<file path="src/rtl/jtag_pkg.sv">
// Shared definitions for JTAG data-register blocks: config reset value and
// the capture/shift/update priority resolution used by every DR.
package jtag_pkg;

   localparam logic CFG_RST_BIT = 1'b1;

   typedef enum logic [1:0] {
      DR_HOLD,
      DR_CAPTURE,
      DR_SHIFT,
      DR_UPDATE
   } dr_op_e;

   // Capture beats shift beats update; the losers are ignored for the cycle.
   function automatic dr_op_e dr_op_sel(input logic capture,
                                        input logic shift,
                                        input logic update);
      if (capture)     return DR_CAPTURE;
      else if (shift)  return DR_SHIFT;
      else if (update) return DR_UPDATE;
      else             return DR_HOLD;
   endfunction

endpackage

</file>
<file path="src/rtl/bsr_seg.sv">
// One boundary-scan segment: SEG_W-bit shift/update register, or a single
// bypass flop when the segment is disabled.
module bsr_seg
   import jtag_pkg::*;
#(
   parameter int unsigned SEG_W = 32
) (
   input  logic             tck,
   input  logic             trst,
   input  logic             en,
   input  logic             capture,
   input  logic             shift,
   input  logic             update,
   input  logic             mode,
   input  logic             si,
   output logic             so,
   input  logic [SEG_W-1:0] pin,
   output logic [SEG_W-1:0] pout
);

   logic [SEG_W-1:0] sr;
   logic [SEG_W-1:0] upd;
   logic             byp;
   dr_op_e           op;

   assign op = dr_op_sel(capture, shift, update);

   always_ff @(posedge tck or negedge trst) begin
      if (!trst) begin
         sr  <= '0;
         upd <= '0;
         byp <= 1'b0;
      end else begin
         unique case (op)
            DR_CAPTURE: begin
               if (en) sr  <= pin;
               else    byp <= 1'b0;
            end
            DR_SHIFT: begin
               // si enters at the MSB; the cast keeps this legal for SEG_W == 1
               if (en) sr  <= SEG_W'({si, sr} >> 1);
               else    byp <= si;
            end
            DR_UPDATE: begin
               if (en) upd <= sr;
            end
            DR_HOLD: ;
         endcase
      end
   end

   assign so   = en ? sr[0] : byp;
   assign pout = (mode && en) ? upd : pin;

endmodule

</file>
<file path="src/rtl/bsr_seg_chain.sv">
// Boundary-scan chain of NSEG segments with a JTAG-writable config register
// that cuts any segment down to a 1-bit bypass stage.
module bsr_seg_chain
   import jtag_pkg::*;
#(
   parameter  int unsigned NSEG  = 6,
   parameter  int unsigned SEG_W = 32,
   localparam int unsigned LEN_W = $clog2(NSEG*SEG_W+1)
) (
   input  logic                  tck,
   input  logic                  trst,
   input  logic                  tdi,
   output logic                  tdo,
   input  logic                  sel_cfg,
   input  logic                  capture_dr,
   input  logic                  shift_dr,
   input  logic                  update_dr,
   input  logic                  mode,
   input  logic [NSEG*SEG_W-1:0] parallel_in,
   output logic [NSEG*SEG_W-1:0] parallel_out,
   output logic [LEN_W-1:0]      chain_len
);

   logic [NSEG-1:0] cfg_shift;
   logic [NSEG-1:0] cfg_active;
   logic [NSEG:0]   link;
   dr_op_e          cfg_op;
   logic            seg_capture;
   logic            seg_shift;
   logic            seg_update;
   int unsigned     n_en;

   assign cfg_op = dr_op_sel(capture_dr & sel_cfg,
                             shift_dr   & sel_cfg,
                             update_dr  & sel_cfg);

   always_ff @(posedge tck or negedge trst) begin
      if (!trst) begin
         cfg_shift  <= {NSEG{CFG_RST_BIT}};
         cfg_active <= {NSEG{CFG_RST_BIT}};
      end else begin
         unique case (cfg_op)
            DR_CAPTURE: cfg_shift  <= cfg_active;
            DR_SHIFT:   cfg_shift  <= NSEG'({tdi, cfg_shift} >> 1);
            DR_UPDATE:  cfg_active <= cfg_shift;
            DR_HOLD:    ;
         endcase
      end
   end

   // The data chain only moves while the config register is deselected.
   assign seg_capture = capture_dr & ~sel_cfg;
   assign seg_shift   = shift_dr   & ~sel_cfg;
   assign seg_update  = update_dr  & ~sel_cfg;

   assign link[0] = tdi;

   for (genvar k = 0; k < NSEG; k++) begin : g_seg
      bsr_seg #(.SEG_W(SEG_W)) u_seg (
         .tck     (tck),
         .trst    (trst),
         .en      (cfg_active[k]),
         .capture (seg_capture),
         .shift   (seg_shift),
         .update  (seg_update),
         .mode    (mode),
         .si      (link[k]),
         .so      (link[k+1]),
         .pin     (parallel_in[k*SEG_W +: SEG_W]),
         .pout    (parallel_out[k*SEG_W +: SEG_W])
      );
   end

   assign tdo = sel_cfg ? cfg_shift[0] : link[NSEG];

   always_comb begin
      n_en = 0;
      for (int unsigned k = 0; k < NSEG; k++) begin
         if (cfg_active[k]) n_en = n_en + 1;
      end
   end

   assign chain_len = LEN_W'(SEG_W*n_en + (NSEG - n_en));

endmodule

</file>
<file path="config.mk">
export PLATFORM = sky130hd
export DESIGN_NAME = bsr_seg_chain
export DESIGN_NICKNAME = d
export VERILOG_FILES = /design/src/rtl/jtag_pkg.sv /design/src/rtl/bsr_seg.sv /design/src/rtl/bsr_seg_chain.sv
export SDC_FILE = /design/constraint.sdc
export NUM_CORES = 1
export LEC_CHECK = 0
export BUFFER_PORTS_ARGS = -buffer_cell sky130_fd_sc_hd__buf_2
export CORE_UTILIZATION = 45
export CTS_CLUSTER_DIAMETER = 60
export DETAILED_ROUTE_END_ITERATION = 6
export PLACE_DENSITY = 0.69
export SYNTH_ARGS = -nofsm -noshare
export SYNTH_HDL_FRONTEND = slang
export SYNTH_SLANG_ARGS = --single-unit
</file>
<file path="constraint.sdc">
create_clock -name tck -period 9.9 [get_ports tck]
set_input_delay 0.495 -clock tck [delete_from_list [all_inputs] [get_ports tck]]
set_output_delay 0.495 -clock tck [all_outputs]
set_load 0.03 [all_outputs]
</file>
## Yosys cells after proc, flatten, opt, wreduce, memory -nomap -nowiden

Cells that the tools add are included.

- Register bits after elaboration: 402
- Latch bits: 0
- RAM bits: 0
- ROM bits: 0
- Input port bits: 200
- Output and inout bits: 201
- Word-level logic and storage cells: 152
- Memories kept: 0

- Add/sub/neg operators: 7
- $mul: 0
- Div/mod/pow operators: 0
- Order comparisons: 0
- Equality and inequality tests: 30
- Shifts and indexed selects: 0
- Multiplexer cells: 62
- Bitwise gates (word level): 7
- Reduce and logical (&&, ||, !) cells: 26

Operator list:

| kind | number |
|---|---|
| $mux 32 | 18 |
| $pmux 32 s2 | 6 |
| $ne 2x2->1 const B | 24 |
| $mux 8 | 5 |
| $reduce_and 3->1 | 12 |
| $add 8x1->8 const B | 4 |
| $mux 1 | 20 |
| $mux 2 | 6 |
| $pmux 1 s2 | 6 |
| $pmux 6 s2 | 1 |
| $reduce_and 2->1 | 6 |
| $add 8x8->8 | 1 |
| $eq 2x2->1 const B | 4 |
| $sub 3x8->8 const A | 1 |
| $and 1x1->1 | 6 |
| $logic_and 1x1->1 | 6 |
| $eq 2x1->1 const B | 2 |
| $reduce_bool 2->1 | 2 |
| $add 1x1->2 const B | 1 |
| $not 1->1 | 1 |

## Logic depth before layout (Yosys ltp)

Gate-level depths: netlist of run 1.

- Word-level depth: 13
- Gate-level depth with buffers: 16
- Mapped depth without buffers: 14

## Cells and area by module

A second synthesis of run 1 with hierarchy kept.

- Cells, all modules: 1668
- Area, all modules: 20188.1 sq um

Modules (own cells, without submodules):

| module | instances | cells each | area each (sq um) | seq. area each (sq um) |
|---|---|---|---|---|
| bsr_seg | 6 | 259 | 3174.3 | 1626.6 |
| bsr_seg_chain | 1 | 114 | 1142.3 | 315.3 |

## Worst setup path after synthesis of run 1

No wires, ideal clock.

- Kind: register to output
- Start: reg cfg_active[1]
- End: out chain_len[6]
- Data arrival time: 3.568 ns
- Required time: 9.405 ns
- Slack: 5.837 ns
- Stages on the path, launching flop included: 17
- Buffers on the path: 2
- Cells stage by stage: dfstp_2 -> clkbuf_1 -> inv_1 -> ha_1 -> buf_2 -> nand2b_1 -> mux2i_1 -> nor2_1 -> ha_1 -> nand2_1 -> o31ai_1 -> ha_1 -> nand2_1 -> xnor3_2 -> nand2b_4 -> a21oi_2 -> xor2_1

- Cells in the longest elaborated chain, start to end: 11

RTL lines:

| item | line | RTL |
|---|---|---|
| start, declared | bsr_seg_chain.sv:25 | `logic [NSEG-1:0] cfg_active;` |
| start signal, assigned | bsr_seg_chain.sv:40 | `cfg_active <= {NSEG{CFG_RST_BIT}};` |
| start signal, assigned | bsr_seg_chain.sv:45 | `DR_UPDATE: cfg_active <= cfg_shift;` |
| $mux 8 * | bsr_seg_chain.sv:79 | `if (cfg_active[k]) n_en = n_en + 1;` |
| $add 8x1->8 | bsr_seg_chain.sv:79 |  |
| $mux 8 * | bsr_seg_chain.sv:79 |  |
| $add 8x1->8 | bsr_seg_chain.sv:79 |  |
| $mux 8 * | bsr_seg_chain.sv:79 |  |
| $add 8x1->8 | bsr_seg_chain.sv:79 |  |
| $mux 8 * | bsr_seg_chain.sv:79 |  |
| $add 8x1->8 | bsr_seg_chain.sv:79 |  |
| $mux 8 * | bsr_seg_chain.sv:79 |  |
| $sub 3x8->8 | bsr_seg_chain.sv:83 | `assign chain_len = LEN_W'(SEG_W*n_en + (NSEG - n_en));` |
| $add 8x8->8 * | bsr_seg_chain.sv:83 |  |
| end, declared | bsr_seg_chain.sv:21 | `output logic [LEN_W-1:0] chain_len` |

Every way passes the cells marked *; elsewhere a longest branch is shown, timed or not.

## Final worst setup path of run 1

- Start: reg cfg_active[0]
- End: out chain_len[6]

- Cells in the longest elaborated chain, start to end: 13

RTL lines:

| item | line |
|---|---|
| $mux 1 * | bsr_seg_chain.sv:79 |
| $add 1x1->2 | bsr_seg_chain.sv:79 |
| $mux 8 * | bsr_seg_chain.sv:79 |
| $add 8x1->8 | bsr_seg_chain.sv:79 |
| $mux 8 * | bsr_seg_chain.sv:79 |
| $add 8x1->8 | bsr_seg_chain.sv:79 |
| $mux 8 * | bsr_seg_chain.sv:79 |
| $add 8x1->8 | bsr_seg_chain.sv:79 |
| $mux 8 * | bsr_seg_chain.sv:79 |
| $add 8x1->8 | bsr_seg_chain.sv:79 |
| $mux 8 * | bsr_seg_chain.sv:79 |
| $sub 3x8->8 | bsr_seg_chain.sv:83 |
| $add 8x8->8 * | bsr_seg_chain.sv:83 |

Marks and branches as above.

==> results.tsv, run 1 <==
metric	value	unit
CTS root buf	clkbuf_16	
reg2reg setup slack	7.67	ns
RePlAce Congestion	0.831	
Die Y-Extent	209	µm
Cell Int Power	4770	µW
Cells after Synth	1825	
vias	14800	
Initial Util	0.459	
status	complete, no violations	
Switching Power	3020	µW
Least-Margin Pin Slew	1.10	ns
clock share of power	0.219	
antenna violations before repair	12	
die area	0.0438	mm²
P&R area growth vs syn	20.2	%
mux cell area share after synthesis	0.237	
commonest non-fill, non-tap cells in the layout	nand2_1, buf_2, mux2_2	
clk slew on worst S/H paths	0.06	ns
gr ovfl total	0	
Post-Synth Simple-Gate Area	0.127	
met3 usage	0.0501	
vias in the first global route	14800	
combinational share of power	0.397	
CTS buffer count	46	
drt initial violations	938	
largest net degree at the start of global routing	152	
share of cells above drive strength 1	0.418	
Flop pwr share	0.384	
clk buf depth	3	
sw frac	0.388	
GR Layer Usage met1	0.297	
power density cells	335	mW/mm²
DPL Wire Length	32400	µm
slew margin rel.	0.265	
final setup TNS	0	ns
Max VDD drop	0.399	mV
main combinational cell family by area after synthesis	multiplexers	
grt met2 use	0.363	
first-pass GRT wire length	79600	µm
Slowest cell on crit path	dfstp_2	
Tmin final	4.72	ns
mapped cell area	0.0193	mm²
worst min path class	input pin to register	
Lkg Pwr	0.0107	µW
floorplan row count	75	
post-CTS setup buffers	0	
DRC	0	
final setup fails	0	
Max FO, Critical Path	9	
hold buffer count at cts	1	
Max Cap Viol	0	
syn_area_per_cell	10.6	µm²
ys async rst share	1.00	
Unique masters post-synth	45	
worst path required time	9.41	ns
Layout Nets	2373	
Yosys reg bits	402	
Fin. Hold Viols	0	
GRT Overall Usage	0.225	
EDFF count, synth	0	
TritonCTS clock tree	built	
final worst-path cycle share	0.477	
I/O Buffers	400	
Clock Latency Late Sink	0.57	ns
post-cts resize count	0	
main flop type after synthesis	dfrtp_1	
Most Crowded Layer GR	met2	
routed length per instance	18.0	µm
Setup WS post-layout	5.18	ns
delay-heaviest family, CP	adder cells	
Synthesized Nets	2035	
Final ANT Viol Nets	0	
Yosys warning count	0	
clk sinks	402	
WS Path Type	register to output pin	
final WL	49500	µm
htree depth	2	
Final Max Tran Viols	0	
unrepaired setup endpoints after global routing	false	
Synth Area in Adders	0.00647	
Compound-Gate Fraction of Synth Area	0.0731	
pre-CTS WS	5.77	ns
leading cell type in the layout, fill and taps excluded	nand2_1	
biggest cell delay along the critical path	0.61	ns
xor-xnor portion of the synthesized cell area	0.00660	
io pins	401	
critical-path cell list	inv_1 -> ha_1 -> nand2_1 -> mux2i_1 -> nor2_1 -> ha_1 -> nand2_1 -> o31ai_1 -> ha_1 -> nand2_1 -> xnor3_2 -> nand2b_4 -> a21oi_2 -> xor2_1 -> buf_2	
Critical Path Sink Type	output pin	
chip width	209	µm
Filler cells	3754	
sequential share of the synthesized area	0.521	
Peak Freq	212	MHz
Worst Path Buf+Inv	2	
Vias/cell	5.39	
1st-pass router iterations	5	
startpoint types	register	
Core ar.	0.0421	mm²
CP Data Arrival Time	4.23	ns
clk_skew	0.0111	ns
[cell type report]
| cell class | instances | area (µm²) | share of cell area |
|---|---|---|---|
| timing repair buffer | 422 | 2190 | 0.0943 |
| inverter | 5 | 18.8 | 0.000807 |
| tap | 539 | 674 | 0.0290 |
| sequential | 402 | 10100 | 0.433 |
| clock buffer | 69 | 1400 | 0.0603 |
| antenna | 7 | 17.5 | 0.000754 |
| clock inverter | 13 | 125 | 0.00538 |
| multi-input combinational | 1286 | 8740 | 0.376 |
[path summary, 6_finish.rpt]
path,to,depth (start not counted),from
hold reg to reg,g_seg[4].u_seg.upd[11],1,g_seg[4].u_seg.upd[11]
setup reg to reg,g_seg[4].u_seg.sr[31],2,cfg_active[4]
min in group asynchronous,g_seg[0].u_seg.sr[20],2,trst
max in group asynchronous,g_seg[3].u_seg.sr[10],3,trst
hold / removal,g_seg[3].u_seg.sr[3],3,parallel_in[99]
setup / recovery,chain_len[6],15,cfg_active[0]
[worst register-to-register path, cell delays in order, from the launching register on]
cell and delay, ns:
dfstp_2 0.72, and2_2 0.95, mux2_2 0.44
[through the flow]
| stage | cells | power [µW] | util | area, µm² | hold WS [ns] |
|---|---|---|---|---|---|
| after floorplan | 1825 | 5240 | - | 19300 | 0.199 |
| after global placement | 2653 | 6000 | 0.515 | 21700 | 0.483 |
| after detailed placement | 2653 | 6110 | 0.515 | 21700 | 0.490 |
| after CTS | 2736 | 7860 | 0.551 | 23200 | 0.147 |
| after global routing | 2740 | 8260 | 0.552 | 23200 | 0.177 |
| final | 2743 | 7790 | 0.552 | 23200 | 0.184 |
[per-layer routing]
metal	share of wire	wire length (µm)	vias up
li1	-	-	6983
met1	0.44	21600	7234
met2	0.47	23500	466
met3	0.062	3050	87
met4	0.026	1300	10
met5	0.0013	66	-
[synth_stat cells, drive strengths merged, types with 2 or more instances]
master	count	area, µm²
o21ai	17	85.1
a21oi	10	57.6
inv	5	18.8
and2	6	37.5
mux2	394	4440
dfrtp	390	9760
o31ai	6	45.0
ha	10	125
buf	59	270
dfstp	12	315
xor2	4	35.0
nand2b	3	26.3
nand3	3	20.0
o21a	2	15.0
xnor2	7	68.8
nand2	402	1510
mux2i	15	150
clkbuf	73	274
nor2	202	758
a31oi	187	1170
nand3b	2	15.0
[power groups by stage]
stage | Combinational [µW] | Sequential (µW) | Clock, µW
5_1_grt | 3350 | 3110 | 1810
3_3_place_gp | 3030 | 2970 | 0
4_1_cts | 3120 | 2990 | 1750
2_1_floorplan | 2450 | 2790 | 0
6_report | 3090 | 2990 | 1700
3_5_place_dp | 3100 | 3010 | 0
[cells by family after synthesis]
family	after synthesis
other	1
AO/OA/AOI/OAI	226
XOR/XNOR	12
flip-flops	402
multiplexers	409
adder cells (fa/ha/maj)	10
buffers and inverters	137
AND/OR/NAND/NOR	628
[sequential cells by signal, indices dropped and copies added (netlist names)]
name,flops
g_seg.u_seg.sr,192
g_seg.u_seg.upd,192
cfg_shift,6
cfg_active,6
g_seg.u_seg.byp,6
No activity file was read; power rests on OpenSTA's default activity.
==> run 2, diff against run 1 <==
- PLACE_DENSITY: 0.69 -> 0.71
- clock period: 9.9 -> 4.3 ns (I/O delays scaled with it)
==> run 2 against run 1 <==
- clock power grew 130%
- count of clock-buffer cells in the layout shrank 2
- routed wire length is 7.3% higher
- power rose by 130%
- first-iteration DRC count up 18%
- final cell count up 7.3%
- die area is the same
- combinational power grew 140%
- register-to-register slack lost 5.6 ns
==> results.tsv, run 2 (same netlist as run 1, synthesis figures left out) <==
metric	value	unit
status	complete, no violations	
Max FO, Critical Path	6	
Hold EP	g_seg[4].u_seg.sr[31]	
RR Endpoint	g_seg[2].u_seg.sr[31]	
drt initial violations	1103	
final setup fails	0	
Clock Latency Late Sink	0.56	ns
delay-heaviest family, CP	adder cells	
gr ovfl total	0	
first-pass GRT wire length	86300	µm
Max VDD drop	0.692	mV
worst min path class	input pin to register	
hold path depth	4	
vias in the first global route	16400	
share of cells above drive strength 1	0.390	
biggest cell delay along the critical path	0.59	ns
Fin. Hold Viols	0	
GRT Overall Usage	0.244	
Layout Nets	2576	
hold slack	0.0641	ns
Tmin final	4.06	ns
Lkg Pwr	0.0116	µW
clk buf depth	3	
floorplan row count	75	
Final Max Tran Viols	0	
Die Y-Extent	209	µm
reg2reg setup slack	2.10	ns
startpoint types	register	
Max Cap Viol	0	
Vias/cell	5.35	
clk slew on worst S/H paths	0.06	ns
Least-Margin Pin Slew	1.14	ns
Power, Total	18200	µW
commonest non-fill, non-tap cells in the layout	nand2_1, buf_2, mux2_2	
leading cell type in the layout, fill and taps excluded	nand2_1	
Initial Util	0.459	
Critical Path Sink Type	output pin	
Final ANT Viol Nets	0	
CTS buffer count	46	
1st-pass router iterations	5	
antenna violations before repair	7	
unrepaired setup endpoints after global routing	false	
Slowest cell on crit path	dfstp_2	
RePlAce Congestion	0.825	
WS Path Type	register to output pin	
TritonCTS clock tree	built	
chip width	209	µm
Placed Instances	2658	
slew margin rel.	0.239	
routed length per instance	18.0	µm
R2R Path Start	cfg_active[2]	
DRC	0	
die area	0.0438	mm²
vias	15700	
io pins	401	
clk sinks	402	
critical-path cell list	inv_2 -> ha_1 -> mux2i_2 -> mux2i_1 -> nor2_1 -> ha_1 -> nand2_1 -> o31ai_1 -> ha_2 -> mux2_2 -> ha_2 -> a21oi_1 -> o21ai_0 -> o21a_1 -> buf_2	
Peak Freq	247	MHz
clk_skew	0.0105	ns
biggest regs	g_seg.u_seg.sr: 192 flops, g_seg.u_seg.upd: 192 flops	
CTS root buf	clkbuf_16	
power density cells	720	mW/mm²
final setup TNS	0	ns
htree depth	2	
Finished Layout Cells	2943	
P&R area growth vs syn	30.7	%
hold path startpoint	parallel_in[159]	
DPL Wire Length	33400	µm
I/O Buffers	400	
final worst-path cycle share	0.943	
worst path required time	4.09	ns
CP Data Arrival Time	3.84	ns
Core ar.	0.0421	mm²
cells on worst reg2reg path	2	
Worst Path Buf+Inv	2	
largest net degree at the start of global routing	120	
final WL	53100	µm
run 2: timing repair:
| item | in CTS | in global routing |
|---|---|---|
| gates resized for setup | 5 | 3 |
| endpoints found under the hold margin | 306 | 0 |
| buffers inserted | 1 | 5 |
| endpoints found under the setup margin | 2 | 5 |
| hold buffers | 193 | 0 |
| pin swaps | 0 | 2 |
run 2: layout make-up:
class                           instances  area [µm²]
Antenna cell                            4        10.0
Clock buffer                           67        1370
Clock inverter                         15         133
Fill cell                            3309       16900
Inverter                                5        18.8
Multi-Input combinational cell       1286        8760
Sequential cell                       402       10100
Tap cell                              539         674
Timing Repair Buffer                  625        4240
run 2: where the power goes:
group	internal [µW]	total, µW	leakage, µW	switching, µW
combinational	3200	7450	0.00615	4250
sequential	5630	6890	0.00465	1250
clock	2320	3870	0.000755	1550
total	11200	18200	0.0116	7050
run 2: metrics by stage:
step	instance area, µm²	utilization	setup WS (ns)
2_1_floorplan	19300	-	0.517
3_3_place_gp	21800	0.517	0.631
6_report	25300	0.600	0.244
4_1_cts	25200	0.599	0.0205
5_1_grt	25300	0.600	0.0120
3_5_place_dp	21800	0.517	0.506
run 2: worst max-delay path by stage:
| stage | slack [ns] | cells after the start | to | start |
|---|---|---|---|---|
| 3_3_place_gp | 0.63 | 15 | chain_len[6] | cfg_active[0] |
| 4_1_cts | 0.02 | 15 | chain_len[6] | cfg_active[1] |
| 5_1_grt | 0.01 | 15 | chain_len[4] | cfg_active[0] |
| 2_1_floorplan | 0.52 | 16 | chain_len[6] | cfg_active[1] |
| 3_5_place_dp | 0.51 | 15 | chain_len[6] | cfg_active[0] |
| 6_report | 0.24 | 15 | chain_len[4] | cfg_active[0] |
run 2: worst reg2reg max path, stage by stage (launching register included):
cell and delay, ns:
dfstp_2 0.70, and2_2 0.94, mux2_2 0.44
run 2: metal layers:
layer / vias up / share of wire / track usage / wire (µm)
met4: 2 / 0.030 / 0.0918 / 1590
met2: 427 / 0.49 / 0.414 / 26000
met3: 97 / 0.063 / 0.0570 / 3320
met5: - / 0.00015 / 0 / 8
li1: 7382 / - / - / -
met1: 7836 / 0.42 / 0.301 / 22200
==> run 3, diff against run 2 <==
- CAP_MARGIN: default -> 20
- clock period: 4.3 -> 3.43 ns (I/O delays scaled with it)
==> run 3 against run 2 <==
- the run now ends with setup timing left
- core utilization rose by 1.2 points
- sequential power rose by 25%
- critical path type unchanged
- final cell count rose by 1.1%
==> results.tsv, run 3 (same netlist as run 1, synthesis figures left out) <==
metric	value	unit
gr ovfl total	0	
CTS buffer count	44	
crit-path most repeated cell	ha_4	
worst path required time	3.26	ns
drt initial violations	1036	
final setup TNS	-1.43	ns
Flop pwr share	0.350	
Cell Int Power	15100	µW
antenna violations before repair	4	
status	finished, violations left	
power density cells	957	mW/mm²
I/O Buffers	400	
io pins	401	
Critical Path Sink Type	output pin	
clock share of power	0.200	
chip width	209	µm
RePlAce Congestion	0.835	
biggest regs	g_seg.u_seg.sr: 192 flops, g_seg.u_seg.upd: 192 flops	
Switching Power	9590	µW
htree depth	2	
largest net degree at the start of global routing	118	
DRC	0	
Max Cap Viol	0	
startpoint types	register	
Max VDD drop	1.18	mV
DPL Wire Length	33400	µm
combinational share of power	0.450	
1st-pass router iterations	6	
Final Max Tran Viols	0	
leading cell type in the layout, fill and taps excluded	nand2_1	
clk_skew	0.0227	ns
biggest cell delay along the critical path	0.56	ns
final WL	54100	µm
Slowest cell on crit path	dfstp_2	
final worst-path cycle share	1.08	
vias in the first global route	16600	
failing checks	setup timing	
final core occ	0.612	
WS Path Type	register to output pin	
Vias/cell	5.41	
sw frac	0.389	
Setup WS post-layout	-0.285	ns
Tmin final	3.71	ns
die area	0.0438	mm²
Die Y-Extent	209	µm
Max FO, Critical Path	3	
Clock Latency Late Sink	0.57	ns
vias	16100	
critical-path cell list	inv_4 -> ha_4 -> or2b_1 -> and3b_2 -> nor2_2 -> ha_4 -> nand2_4 -> o31ai_4 -> ha_4 -> nand2_1 -> xnor3_2 -> nand2b_4 -> a21oi_4 -> xor2_4 -> buf_6	
slew margin rel.	0.370	
floorplan row count	75	
CTS root buf	clkbuf_16	
Final ANT Viol Nets	0	
P&R area growth vs syn	33.2	%
Core ar.	0.0421	mm²
Initial Util	0.459	
clk buf depth	3	
worst min path class	input pin to async pin	
GRT Overall Usage	0.245	
TritonCTS clock tree	built	
Peak Freq	269	MHz
routed length per instance	18.2	µm
share of cells above drive strength 1	0.405	
Least-Margin Pin Slew	0.945	ns
unrepaired setup endpoints after global routing	true	
Lkg Pwr	0.0117	µW
CP Data Arrival Time	3.54	ns
clk sinks	402	
Layout Nets	2606	
Fin. Hold Viols	0	
first-pass GRT wire length	87000	µm
commonest non-fill, non-tap cells in the layout	nand2_1, mux2_2, buf_2	
final setup fails	7	
clk slew on worst S/H paths	0.06	ns
Power, Total	24700	µW
[run 3: cell count changes in the layout (fill, tap and decap cells not counted), moves of 3 or more]
cell      change
buf_6         +7
buf_4        +29
ha_4          +5
ha_1          -3
buf_2         -6
xor2_1        -3
clkinv_2      -4
[run 3: repair_timing]
action                                  in CTS  in global routing
pin swaps                                   13                  8
setup buffers                               10                  7
endpoints found under the hold margin      297                  0
resized for setup                           37                  9
endpoints found under the setup margin       7                  7
hold buffers                               194                  0
[run 3: layout make-up]
| class | count | area (µm²) |
|---|---|---|
| diodes | 5 | 12.5 |
| clock buffers | 64 | 1320 |
| clock inverters | 18 | 211 |
| fillers | 3246 | 16400 |
| inverters | 5 | 23.8 |
| multi-input cells | 1286 | 8920 |
| flip-flops and latches | 402 | 10100 |
| well taps | 539 | 674 |
| repair buffers | 657 | 4530 |
[run 3: path summary, 6_finish.rpt]
path	start	end	slack [ns]	depth (start not counted)
max	cfg_active[1]	chain_len[6]	-0.28	15
min	trst	g_seg[3].u_seg.upd[5]	0.28	2
max reg2reg	cfg_active[2]	g_seg[2].u_seg.sr[14]	1.20	5
min reg2reg	g_seg[4].u_seg.upd[31]	g_seg[4].u_seg.upd[31]	0.50	1
max in group asynchronous	trst	g_seg[0].u_seg.upd[16]	2.16	3
min in group tck	capture_dr	cfg_active[1]	0.30	5
[run 3: critical path: cells and delay by family (launching register included)]
kind	cells	cell delay, ns
AO/OA/AOI/OAI	2	0.29
XOR/XNOR	2	0.44
adder cells (fa/ha/maj)	3	0.55
buffers and inverters	2	0.20
flip-flops	1	0.56
AND/OR/NAND/NOR	6	0.93
[run 3: power by group through the flow]
stage,Sequential [µW],Combinational [µW],Clock (µW)
6_report,8640,11100,4940
5_1_grt,8940,11800,5230
4_1_cts,8600,10500,5060
3_5_place_dp,8650,9420,0
3_3_place_gp,8510,9170,0
2_1_floorplan,8070,7300,0
[run 3: layer usage]
metal / part of all wire / GRT usage / vias to the layer above
met5: 0 / 0 / -
met4: 0.035 / 0.101 / 0
met1: 0.42 / 0.307 / 7953
li1: - / - / 7468
met3: 0.058 / 0.0461 / 126
met2: 0.49 / 0.416 / 540
[run 3: metrics by stage]
stage          area, µm²  hold slack [ns]  instances  worst slack (ns)
6_report           25800            0.279       2976            -0.285
5_1_grt            25800            0.338       2975            -0.422
4_1_cts            25600            0.269       2964            -0.320
3_5_place_dp       22000            0.347       2678            0.0237
3_3_place_gp       22000            0.336       2678             0.111
2_1_floorplan      19400           -0.124       1825           0.00715
